===== config.mk =====
export PLATFORM = sky130hd
export DESIGN_NAME = mem_stall_fsm_flat
export DESIGN_NICKNAME = d
export VERILOG_FILES = /design/src/rtl/mem_stall_fsm_if.sv /design/src/rtl/mem_stall_fsm.sv /design/src/flat_wrapper.sv
export SDC_FILE = /design/constraint.sdc
export NUM_CORES = 1
export LEC_CHECK = 0
export ABC_AREA = 1
export ABC_CLOCK_PERIOD_IN_PS = 2500
export CAP_MARGIN = 20
export CORE_AREA = 2 2 291 293
export DETAILED_ROUTE_END_ITERATION = 16
export DIE_AREA = 0 0 293 295
export HOLD_SLACK_MARGIN = 0.05
export PLACE_DENSITY_LB_ADDON = 0.05
export SKIP_CTS_REPAIR_TIMING = 1
export SLEW_MARGIN = 20
export SYNTH_ARGS = -nofsm -noshare
export SYNTH_HDL_FRONTEND = slang
export SYNTH_SLANG_ARGS = --single-unit

===== constraint.sdc =====
create_clock -name clk -period 2.5 [get_ports clk]
set_input_delay 0.375 -clock clk [delete_from_list [all_inputs] [get_ports clk]]
set_output_delay 0.375 -clock clk [all_outputs]
set_load 0.03 [all_outputs]

===== src/rtl/mem_stall_fsm_if.sv =====
// mem_stall_fsm_if: imem/dmem valid-ready bundle (fetch, load, store).
// master = sequencer side (mem_stall_fsm), slave = memory side.
interface mem_stall_fsm_if #(
  parameter int ADDR_W = 64,
  parameter int DATA_W = 64,
  parameter int MASK_W = DATA_W / 8
);
  logic              imem_rreq_valid;
  logic              imem_rreq_ready;
  logic [ADDR_W-1:0] imem_raddr;
  logic              imem_rrsp_valid;
  logic              imem_rrsp_ready;
  logic [DATA_W-1:0] imem_rdata;

  logic              dmem_rreq_valid;
  logic              dmem_rreq_ready;
  logic [ADDR_W-1:0] dmem_raddr;
  logic              dmem_rrsp_valid;
  logic              dmem_rrsp_ready;
  logic [DATA_W-1:0] dmem_rdata;

  logic              dmem_wreq_valid;
  logic              dmem_wreq_ready;
  logic [ADDR_W-1:0] dmem_waddr;
  logic [DATA_W-1:0] dmem_wdata;
  logic [MASK_W-1:0] dmem_wmask;
  logic              dmem_wrsp_valid;
  logic              dmem_wrsp_ready;

  modport master (
    output imem_rreq_valid, imem_raddr,
    output imem_rrsp_ready,
    output dmem_rreq_valid, dmem_raddr,
    output dmem_rrsp_ready,
    output dmem_wreq_valid, dmem_waddr,
    output dmem_wdata, dmem_wmask,
    output dmem_wrsp_ready,
    input  imem_rreq_ready, imem_rrsp_valid,
    input  imem_rdata,
    input  dmem_rreq_ready, dmem_rrsp_valid,
    input  dmem_rdata,
    input  dmem_wreq_ready, dmem_wrsp_valid
  );

  modport slave (
    input  imem_rreq_valid, imem_raddr,
    input  imem_rrsp_ready,
    input  dmem_rreq_valid, dmem_raddr,
    input  dmem_rrsp_ready,
    input  dmem_wreq_valid, dmem_waddr,
    input  dmem_wdata, dmem_wmask,
    input  dmem_wrsp_ready,
    output imem_rreq_ready, imem_rrsp_valid,
    output imem_rdata,
    output dmem_rreq_ready, dmem_rrsp_valid,
    output dmem_rdata,
    output dmem_wreq_ready, dmem_wrsp_valid
  );
endinterface


===== src/rtl/mem_stall_fsm.sv =====
// mem_stall_fsm: multi-cycle fetch/decode/load/store/commit sequencer.
// Ports: clk, rst (async, active-low), core pc/alu/ctl in, bus (imem/dmem
// master), inst_o/rdata_o latches, stall, commit pulse, sticky err, retired.
module mem_stall_fsm #(
  parameter int ADDR_W  = 64,
  parameter int DATA_W  = 64,
  parameter int MASK_W  = DATA_W / 8,
  parameter int TIMEOUT = 255,
  parameter int CNT_W   = 32
) (
  input  logic              clk,
  input  logic              rst,
  input  logic [ADDR_W-1:0] pc,
  input  logic [ADDR_W-1:0] alu_res,
  input  logic              re_mem,
  input  logic              we_mem,
  input  logic [DATA_W-1:0] wdata_in,
  input  logic [MASK_W-1:0] wmask_in,
  mem_stall_fsm_if.master   bus,
  output logic [31:0]       inst_o,
  output logic [DATA_W-1:0] rdata_o,
  output logic              stall,
  output logic              commit,
  output logic              err,
  output logic [CNT_W-1:0]  retired
);

  typedef enum logic [3:0] {
    IF_REQ,
    IF_WAIT,
    DEC,
    RD_REQ,
    RD_WAIT,
    WR_REQ,
    WR_WAIT,
    COMMIT,
    ERR
  } state_t;

  localparam int NI = DATA_W / 32;
  localparam int SW = (NI > 1) ? $clog2(NI) : 1;
  localparam int AL = $clog2(DATA_W / 8);
  localparam int TW = (TIMEOUT > 1) ? $clog2(TIMEOUT + 1) : 1;
  localparam logic [TW-1:0] TMO_LAST =
    TW'((TIMEOUT > 0) ? TIMEOUT - 1 : 0);

  state_t state_q, state_d;

  logic [ADDR_W-1:0] pc_q;
  logic              entry_q;
  logic [TW-1:0]     tmo_q;
  logic [ADDR_W-1:0] addr_q;
  logic [DATA_W-1:0] wdata_q;
  logic [MASK_W-1:0] wmask_q;

  logic [ADDR_W-1:0]        pc_sel;
  logic [SW-1:0]            sel;
  logic [NI-1:0][31:0]      words;
  logic                     tmo_hit;
  logic                     req_entry;
  logic                     in_xfer;
  logic                     if_hs, ifr_hs;
  logic                     rd_hs, rdr_hs;
  logic                     wr_hs, wrr_hs;
  logic                     unused_bits;

  // Valid/ready are gated by rst so the reset state (IF_REQ)
  // does not present a request while the core is held in reset.
  assign bus.imem_rreq_valid = rst & (state_q == IF_REQ);
  assign bus.imem_rrsp_ready = rst & (state_q == IF_WAIT);
  assign bus.dmem_rreq_valid = rst & (state_q == RD_REQ);
  assign bus.dmem_rrsp_ready = rst & (state_q == RD_WAIT);
  assign bus.dmem_wreq_valid = rst & (state_q == WR_REQ);
  assign bus.dmem_wrsp_ready = rst & (state_q == WR_WAIT);

  // First IF_REQ cycle: pc_q is not loaded yet, so the address
  // comes straight from the (stalled, stable) core pc.
  assign pc_sel =
    (rst && entry_q && state_q == IF_REQ) ? pc : pc_q;
  assign bus.imem_raddr = {pc_sel[ADDR_W-1:AL], {AL{1'b0}}};

  assign bus.dmem_raddr = addr_q;
  assign bus.dmem_waddr = addr_q;
  assign bus.dmem_wdata = wdata_q;
  assign bus.dmem_wmask = wmask_q;

  assign words = bus.imem_rdata;
  assign sel   = (NI > 1) ? pc_q[SW+1:2] : '0;

  assign unused_bits = ^{pc_q[1:0], pc_sel[AL-1:0]};

  assign if_hs  = bus.imem_rreq_valid & bus.imem_rreq_ready;
  assign ifr_hs = bus.imem_rrsp_ready & bus.imem_rrsp_valid;
  assign rd_hs  = bus.dmem_rreq_valid & bus.dmem_rreq_ready;
  assign rdr_hs = bus.dmem_rrsp_ready & bus.dmem_rrsp_valid;
  assign wr_hs  = bus.dmem_wreq_valid & bus.dmem_wreq_ready;
  assign wrr_hs = bus.dmem_wrsp_ready & bus.dmem_wrsp_valid;

  assign tmo_hit = (TIMEOUT != 0) && (tmo_q == TMO_LAST);

  assign stall  = (state_q != COMMIT);
  assign commit = (state_q == COMMIT);
  assign err    = (state_q == ERR);

  assign in_xfer =
    (state_q == IF_REQ) || (state_q == IF_WAIT) ||
    (state_q == RD_REQ) || (state_q == RD_WAIT) ||
    (state_q == WR_REQ) || (state_q == WR_WAIT);

  assign req_entry = (state_d != state_q) &&
    ((state_d == IF_REQ) || (state_d == RD_REQ) ||
     (state_d == WR_REQ));

  // A completing handshake takes priority over the timeout.
  always_comb begin
    state_d = state_q;
    unique case (state_q)
      IF_REQ: begin
        if (if_hs)        state_d = IF_WAIT;
        else if (tmo_hit) state_d = ERR;
      end
      IF_WAIT: begin
        if (ifr_hs)       state_d = DEC;
        else if (tmo_hit) state_d = ERR;
      end
      DEC: begin
        if (re_mem && we_mem) state_d = ERR;
        else if (re_mem)      state_d = RD_REQ;
        else if (we_mem)      state_d = WR_REQ;
        else                  state_d = COMMIT;
      end
      RD_REQ: begin
        if (rd_hs)        state_d = RD_WAIT;
        else if (tmo_hit) state_d = ERR;
      end
      RD_WAIT: begin
        if (rdr_hs)       state_d = COMMIT;
        else if (tmo_hit) state_d = ERR;
      end
      WR_REQ: begin
        if (wr_hs)        state_d = WR_WAIT;
        else if (tmo_hit) state_d = ERR;
      end
      WR_WAIT: begin
        if (wrr_hs)       state_d = COMMIT;
        else if (tmo_hit) state_d = ERR;
      end
      COMMIT:  state_d = IF_REQ;
      ERR:     state_d = ERR;
      default: state_d = ERR;
    endcase
  end

  always_ff @(posedge clk or negedge rst) begin
    if (!rst) begin
      state_q <= IF_REQ;
      pc_q    <= '0;
      entry_q <= 1'b1;
      tmo_q   <= '0;
      addr_q  <= '0;
      wdata_q <= '0;
      wmask_q <= '0;
      inst_o  <= '0;
      rdata_o <= '0;
      retired <= '0;
    end else begin
      state_q <= state_d;
      if (state_q == IF_REQ && entry_q) begin
        pc_q    <= pc;
        entry_q <= 1'b0;
      end else if (state_q == COMMIT) begin
        entry_q <= 1'b1;
      end
      if (req_entry)    tmo_q <= '0;
      else if (in_xfer) tmo_q <= tmo_q + TW'(1);
      if (state_q == DEC) begin
        addr_q  <= alu_res;
        wdata_q <= wdata_in;
        wmask_q <= wmask_in;
      end
      if (ifr_hs) inst_o  <= words[sel];
      if (rdr_hs) rdata_o <= bus.dmem_rdata;
      if (state_q == COMMIT) retired <= retired + CNT_W'(1);
    end
  end

endmodule


===== src/flat_wrapper.sv =====
// flat-port wrapper written by rule: the top's interface ports become plain ports
module mem_stall_fsm_flat 
#(
  parameter int ADDR_W  = 64,
  parameter int DATA_W  = 64,
  parameter int MASK_W  = DATA_W / 8,
  parameter int TIMEOUT = 255,
  parameter int CNT_W   = 32
)
  (clk, rst, pc, alu_res, re_mem, we_mem, wdata_in, wmask_in, inst_o, rdata_o, stall, commit, err, retired, bus_imem_rreq_valid, bus_imem_raddr, bus_imem_rrsp_ready, bus_dmem_rreq_valid, bus_dmem_raddr, bus_dmem_rrsp_ready, bus_dmem_wreq_valid, bus_dmem_waddr, bus_dmem_wdata, bus_dmem_wmask, bus_dmem_wrsp_ready, bus_imem_rreq_ready, bus_imem_rrsp_valid, bus_imem_rdata, bus_dmem_rreq_ready, bus_dmem_rrsp_valid, bus_dmem_rdata, bus_dmem_wreq_ready, bus_dmem_wrsp_valid);
  mem_stall_fsm_if #(.ADDR_W(ADDR_W), .DATA_W(DATA_W), .MASK_W(MASK_W)) bus_i ();
  input  logic clk;
  input  logic rst;
  input  logic [ADDR_W-1:0] pc;
  input  logic [ADDR_W-1:0] alu_res;
  input  logic re_mem;
  input  logic we_mem;
  input  logic [DATA_W-1:0] wdata_in;
  input  logic [MASK_W-1:0] wmask_in;
  output logic [31:0] inst_o;
  output logic [DATA_W-1:0] rdata_o;
  output logic stall;
  output logic commit;
  output logic err;
  output logic [CNT_W-1:0] retired;
  output wire logic [$bits(bus_i.imem_rreq_valid)-1:0] bus_imem_rreq_valid;
  output wire logic [$bits(bus_i.imem_raddr)-1:0] bus_imem_raddr;
  output wire logic [$bits(bus_i.imem_rrsp_ready)-1:0] bus_imem_rrsp_ready;
  output wire logic [$bits(bus_i.dmem_rreq_valid)-1:0] bus_dmem_rreq_valid;
  output wire logic [$bits(bus_i.dmem_raddr)-1:0] bus_dmem_raddr;
  output wire logic [$bits(bus_i.dmem_rrsp_ready)-1:0] bus_dmem_rrsp_ready;
  output wire logic [$bits(bus_i.dmem_wreq_valid)-1:0] bus_dmem_wreq_valid;
  output wire logic [$bits(bus_i.dmem_waddr)-1:0] bus_dmem_waddr;
  output wire logic [$bits(bus_i.dmem_wdata)-1:0] bus_dmem_wdata;
  output wire logic [$bits(bus_i.dmem_wmask)-1:0] bus_dmem_wmask;
  output wire logic [$bits(bus_i.dmem_wrsp_ready)-1:0] bus_dmem_wrsp_ready;
  input wire logic [$bits(bus_i.imem_rreq_ready)-1:0] bus_imem_rreq_ready;
  input wire logic [$bits(bus_i.imem_rrsp_valid)-1:0] bus_imem_rrsp_valid;
  input wire logic [$bits(bus_i.imem_rdata)-1:0] bus_imem_rdata;
  input wire logic [$bits(bus_i.dmem_rreq_ready)-1:0] bus_dmem_rreq_ready;
  input wire logic [$bits(bus_i.dmem_rrsp_valid)-1:0] bus_dmem_rrsp_valid;
  input wire logic [$bits(bus_i.dmem_rdata)-1:0] bus_dmem_rdata;
  input wire logic [$bits(bus_i.dmem_wreq_ready)-1:0] bus_dmem_wreq_ready;
  input wire logic [$bits(bus_i.dmem_wrsp_valid)-1:0] bus_dmem_wrsp_valid;
  assign bus_imem_rreq_valid = bus_i.imem_rreq_valid;
  assign bus_imem_raddr = bus_i.imem_raddr;
  assign bus_imem_rrsp_ready = bus_i.imem_rrsp_ready;
  assign bus_dmem_rreq_valid = bus_i.dmem_rreq_valid;
  assign bus_dmem_raddr = bus_i.dmem_raddr;
  assign bus_dmem_rrsp_ready = bus_i.dmem_rrsp_ready;
  assign bus_dmem_wreq_valid = bus_i.dmem_wreq_valid;
  assign bus_dmem_waddr = bus_i.dmem_waddr;
  assign bus_dmem_wdata = bus_i.dmem_wdata;
  assign bus_dmem_wmask = bus_i.dmem_wmask;
  assign bus_dmem_wrsp_ready = bus_i.dmem_wrsp_ready;
  assign bus_i.imem_rreq_ready = bus_imem_rreq_ready;
  assign bus_i.imem_rrsp_valid = bus_imem_rrsp_valid;
  assign bus_i.imem_rdata = bus_imem_rdata;
  assign bus_i.dmem_rreq_ready = bus_dmem_rreq_ready;
  assign bus_i.dmem_rrsp_valid = bus_dmem_rrsp_valid;
  assign bus_i.dmem_rdata = bus_dmem_rdata;
  assign bus_i.dmem_wreq_ready = bus_dmem_wreq_ready;
  assign bus_i.dmem_wrsp_valid = bus_dmem_wrsp_valid;
  mem_stall_fsm #(.ADDR_W(ADDR_W), .DATA_W(DATA_W), .MASK_W(MASK_W), .TIMEOUT(TIMEOUT), .CNT_W(CNT_W)) u_core (.clk(clk), .rst(rst), .pc(pc), .alu_res(alu_res), .re_mem(re_mem), .we_mem(we_mem), .wdata_in(wdata_in), .wmask_in(wmask_in), .bus(bus_i), .inst_o(inst_o), .rdata_o(rdata_o), .stall(stall), .commit(commit), .err(err), .retired(retired));
endmodule

==> results.yml, run 1 <==
status:
  status: "finished, violations left"
  violations: "negative setup slack"
critical_path:
  startpoint_type: "flip-flop"
  worstReg2RegStart: "u_core.state_q[2]"
  rr_worst_depth: 13
  worstSetupPathType: "reg -> out"
  rrSetupSlack_ns: 0.34
  cp-end-kind: "output port"
  critPathMaxFanout: 12
  r2r-end: "u_core.tmo_q[3]"
  crit_arrival_ns: 2.34
  crit_required_ns: 2.12
clocking:
  path_clk_slew_ns: 0.06
  cts_tree: "built"
  clockBufferDepth: 3
  cts_buffers: 48
  cts_sinks: 339
  cts_max_level: 2
  cts_root_buf: "clkbuf_16"
  clk-insertion-delay-late_ns: 0.58
timing:
  fin_worst_skew_ns: 0.0215
  post-route-period-util: 1.09
  whs_ns: 0.327
  setup_viol: 61
  slew_viol_final: 0
  period_needed_ns: 2.71
  fin_ws_ns: -0.213
  hold_viol_final: 0
  slew_headroom: 0.308
  fin_setup_tns_ns: -8.90
  clock.fmax_mhz: 369
  worstMarginPinSlew_ns: 1.04
  rsz0062_at_grt: "yes"
flow_run:
  cap_violations: 0
grt:
  track_usage: 0.142
  overflow: 0
  grt_pass1_wl_mm: 93.0
  grt_antenna_before_repair: 19
  grt_max_degree: 143
  grt_pass1_vias: 14500
die:
  start_util: 0.181
  die-area_sq_um: 86400
  core_sq_um: 83200
  ios: 739
  fp.dieH_microns: 295
  rows: 106
  die_w_microns: 293
pwr:
  p_leak_nw: 11.5
  vdd_ir_drop_max_v: 0.000391
  power_density_nw_per_um2: 508
synthesis:
  netlist_area_sq_um: 15100
  yosys.area.top_type_share: 0.561
  synth_seq_area_share: 0.563
  ys.warnings.count: 0
  synthDistinctLibCells: 35
  syn-instance-count: 1826
  synth_seq_cells: 339
  syn_avg_cell_area_sq_um: 8.26
  yosysTopAreaCell: "dfrtp_1"
  synthTopCellsByArea: "dfrtp_1 (56%), nand2_1 (19%), nor2_1 (4.2%)"
place:
  gp_congestion: 0.773
  dp_cells: 3511
  dp_hpwl_mm: 46.8
  port_buffers: 733
min_path:
  holdCritStartpoint: "bus_dmem_rdata[45]"
  hold_path_depth: 3
  hold_path_end: "u_core.rdata_o[45]"
  hold_class: "in -> reg"
cells_and_area:
  fin_nets: 2850
  instances_no_fill: 3629
  drive_above_1_share: 0.113
  areaGrowthSynthToFinish_pct: 70.4
  layout_common_cells: "nand2_1 (767), clkdlybuf4s50_1 (662), dfrtp_1 (336)"
  layout_commonest_cell: "nand2_1"
detailed_routing:
  ant_nets: 0
  firstDrtPassIters: 5
  vias: 14300
  drc_errors: 0
  routed_wl_mm: 66.2
  wl_per_cell_microns: 18.2
  via_per_inst: 3.95
  drt_iter0_markers: 407
how the worst max path moves through the flow:
stage,start,cells after the start,endpoint
finish,u_core.state_q[0],10,bus_imem_raddr[51]
global route,u_core.state_q[0],10,bus_imem_raddr[37]
CTS,u_core.state_q[0],9,bus_imem_raddr[29]
detailed placement,u_core.state_q[0],9,bus_imem_raddr[29]
global placement,u_core.state_q[0],9,bus_imem_raddr[29]
floorplan,u_core.state_q[1],9,bus_imem_raddr[10]
kinds of logic (layout without fill, tap and decap cells):
| kind of cell | Yosys count | count (layout) | synth area share |
|---|---|---|---|
| flip-flops | 339 | 339 | 0.563 |
| other | 1 | 8 | 0.000249 |
| buffers and inverters | 262 | 976 | 0.0836 |
| AND/OR/NAND/NOR | 1012 | 1014 | 0.267 |
| AO/OA/AOI/OAI | 172 | 172 | 0.0627 |
| XOR/XNOR | 37 | 37 | 0.0215 |
| adder cells (fa/ha/maj) | 3 | 3 | 0.00249 |
worst max-delay path: stages, from the launching register on:
cell	delay, ns
dfrtp_2	0.46
inv_4	0.08
nand2_4	0.06
nor2_4	0.13
inv_2	0.07
nor2_4	0.14
buf_12	0.14
nand2_8	0.10
buf_16	0.18
a21oi_1	0.18
buf_4	0.19
Yosys cell counts:
cell type	instances
a21boi_0	1
a21boi_1	1
a21oi_1	68
buf_1	1
buf_2	20
buf_4	67
clkbuf_1	62
clkinv_2	1
conb_1	1
dfrtp_1	338
dfstp_2	1
ha_1	3
inv_1	108
inv_2	3
nand2_1	769
nand2_2	5
nand2_4	2
nand3_1	27
nand3_2	1
nand4_1	13
nand4_2	1
nor2_1	170
nor2_2	7
nor2_4	5
nor2_8	1
nor3_1	6
nor3b_1	1
nor4_1	2
nor4_2	1
nor4_4	1
o21ai_0	69
o21ai_1	1
o31ai_1	32
xnor2_1	11
xor2_1	26
cell type report:
cell class	count	area, sq um
Fill cell	8793	57500
Sequential cell	339	8490
Timing Repair Buffer	779	8000
Multi-Input combinational cell	1229	5850
Clock buffer	72	1440
Tap cell	1080	1350
Inverter	112	427
Clock inverter	13	119
Antenna cell	5	12.5
flip-flops by register name, summed over array words and instances (netlist names):
register,flops
u_core.bus.dmem_raddr,64
u_core.bus.dmem_wdata,64
u_core.rdata_o,64
u_core.pc_q,62
u_core.inst_o,32
u_core.retired,32
u_core.bus.dmem_wmask,8
u_core.tmo_q,8
u_core.state_q,4
u_core.entry_q,1
power breakdown:
part	switching (mW)	leakage, nW	internal (mW)	total (mW)
Clock	2.68	0.781	4.16	6.83
Combinational	0.251	7.10	0.476	0.727
Sequential	0	3.65	5.49	5.49
per-stage QoR:
stage | worst slack, ns | utilization | instance area, sq um | power [mW]
2_1_floorplan | 0.132 | - | 15100 | 5.62
3_3_place_gp | 0.164 | 0.278 | 23100 | 6.32
3_5_place_dp | 0.142 | 0.278 | 23100 | 6.32
4_1_cts | -0.524 | 0.296 | 24600 | 13.4
5_1_grt | -0.312 | 0.309 | 25700 | 13.6
6_report | -0.213 | 0.309 | 25700 | 13.0
routing by layer:
| layer | global-route usage | vias to the layer above | share of wire |
|---|---|---|---|
| met3 | 0.0577 | 110 | 0.088 |
| met2 | 0.255 | 430 | 0.51 |
| met1 | 0.152 | 6787 | 0.37 |
| met4 | 0.0428 | 26 | 0.026 |
| met5 | 0 | - | 0.0026 |
| li1 | - | 6973 | - |
No activity file was read; power rests on OpenSTA's default activity.
==> run 2: changes to the inputs <==
--- a/config.mk
+++ b/config.mk
@@ -12,7 +12,7 @@
 export DETAILED_ROUTE_END_ITERATION = 16
 export DIE_AREA = 0 0 293 295
 export HOLD_SLACK_MARGIN = 0.05
-export PLACE_DENSITY_LB_ADDON = 0.05
+export PLACE_DENSITY = 0.38
 export SKIP_CTS_REPAIR_TIMING = 1
 export SLEW_MARGIN = 20
 export SYNTH_ARGS = -nofsm -noshare
==> results.yml, run 2 (synthesized netlist as in run 1, its figures left out) <==
clocking:
  clockBufferDepth: 3
  cts_max_level: 2
  cts_sinks: 339
  cts_root_buf: "clkbuf_16"
  clk-insertion-delay-late_ns: 0.57
  path_clk_slew_ns: 0.06
  cts_tree: "built"
  cts_buffers: 46
status:
  violations: "negative setup slack"
  status: "finished, violations left"
critical_path:
  worstSetupPathType: "reg -> out"
  startpoint_type: "flip-flop"
  crit_required_ns: 2.12
  cp-end-kind: "output port"
  rrSetupSlack_ns: 0.24
  crit_arrival_ns: 2.28
  critPathMaxFanout: 7
pwr:
  pwr-share-clk: 0.516
  power_density_nw_per_um2: 505
  vdd_ir_drop_max_v: 0.000366
  comb_power_share: 0.056
  power.total_mw: 12.8
  switchingPower_mw: 2.84
  p_leak_nw: 11.4
  switching_share: 0.222
  pwr-share-seq: 0.428
  p_int_mw: 9.98
timing:
  clock.fmax_mhz: 376
  worstMarginPinSlew_ns: 0.890
  slew_headroom: 0.407
  fin_worst_skew_ns: 0.0320
  setup_viol: 61
  hold_viol_final: 0
  fin_setup_tns_ns: -7.65
  whs_ns: 0.0138
  fin_ws_ns: -0.159
  slew_viol_final: 0
  period_needed_ns: 2.66
  post-route-period-util: 1.06
  rsz0062_at_grt: "yes"
detailed_routing:
  drt_iter0_markers: 558
  vias: 14200
  via_per_inst: 3.92
  routed_wl_mm: 61.2
  drc_errors: 0
  wl_per_cell_microns: 16.9
  firstDrtPassIters: 4
  ant_nets: 0
cells_and_area:
  fillCellCount: 8779
  areaGrowthSynthToFinish_pct: 68.4
  fin_nets: 2848
  layout_commonest_cell: "nand2_1"
  drive_above_1_share: 0.106
  layout_common_cells: "nand2_1 (767), clkdlybuf4s50_1 (662), dfrtp_1 (338)"
die:
  die-area_sq_um: 86400
  core_sq_um: 83200
  start_util: 0.181
  ios: 739
  fp.dieH_microns: 295
  die_w_microns: 293
  rows: 106
grt:
  grt_max_degree: 136
  overflow: 0
  track_usage: 0.132
  grt_pass1_wl_mm: 88.5
  grt_antenna_before_repair: 5
  grt_pass1_vias: 14300
place:
  gp_congestion: 0.823
  dp_hpwl_mm: 44.2
  port_buffers: 733
flow_run:
  cap_violations: 0
min_path:
  hold_class: "in -> async"
## run 2: cell count changes in the layout (fill, tap and decap cells not counted), moves of 8 or more
cell and change:
clkinv_2 -8, buf_6 -10, a21oi_2 +8, a21oi_4 -11
nor2_4 -8, buf_4 +13
## run 2: path summary, 6_finish.rpt
check                                           from                   endpoint  cells after the start
min in group clk                        wdata_in[45]  u_core.bus.dmem_wdata[45]                      3
max in group asynchronous                        rst            u_core.pc_q[55]                      3
min reg2reg                u_core.bus.dmem_wdata[13]  u_core.bus.dmem_wdata[13]                      2
max reg2reg                        u_core.state_q[3]            u_core.tmo_q[1]                     13
max                                u_core.state_q[3]         bus_imem_raddr[25]                     10
min                                              rst          u_core.retired[9]                      2
## run 2: power by group through the flow
stage / logic [mW] / clock network (mW) / registers (mW)
final: 0.718 / 6.61 / 5.49
after global routing: 0.783 / 7.14 / 5.49
after CTS: 0.724 / 6.90 / 5.49
after detailed placement: 0.720 / 0 / 5.59
after global placement: 0.718 / 0 / 5.59
after floorplan: 0.0290 / 0 / 5.59
## run 2: area by class of cell
type	count	area, sq um	area share
flip-flops and latches	339	8480	0.334
repair buffers	779	7910	0.312
multi-input cells	1229	5690	0.224
clock buffers	72	1390	0.0547
well taps	1080	1350	0.0532
inverters	112	424	0.0167
clock inverters	10	128	0.00503
diodes	6	15.0	0.000591
## run 2: through the flow
stage               instances   util  cell area [sq um]  setup slack, ns
finish                   3627  0.305              25400           -0.159
CTS                      3598  0.296              24600           -0.467
global placement         3516  0.278              23100            0.201
detailed placement       3516  0.278              23100            0.189
floorplan                1828      -              15100            0.132
global route             3625  0.305              25400           -0.281
## run 2: metal layers
layer	up-vias	part of all wire	track usage
li1	6960	-	-
met2	483	0.50	0.230
met4	2	0.019	0.0359
met3	68	0.084	0.0470
met1	6689	0.40	0.153
met5	-	0.00021	0
## run 2: worst max-delay path, cell delays in order (launching register included)
cell     delay [ns]
dfrtp_1        0.42
inv_2          0.11
nand2_4        0.08
nor2_4         0.12
inv_2          0.06
nor2_4         0.11
buf_6          0.12
nand2_8        0.12
buf_16         0.19
a21oi_1        0.16
buf_4          0.19
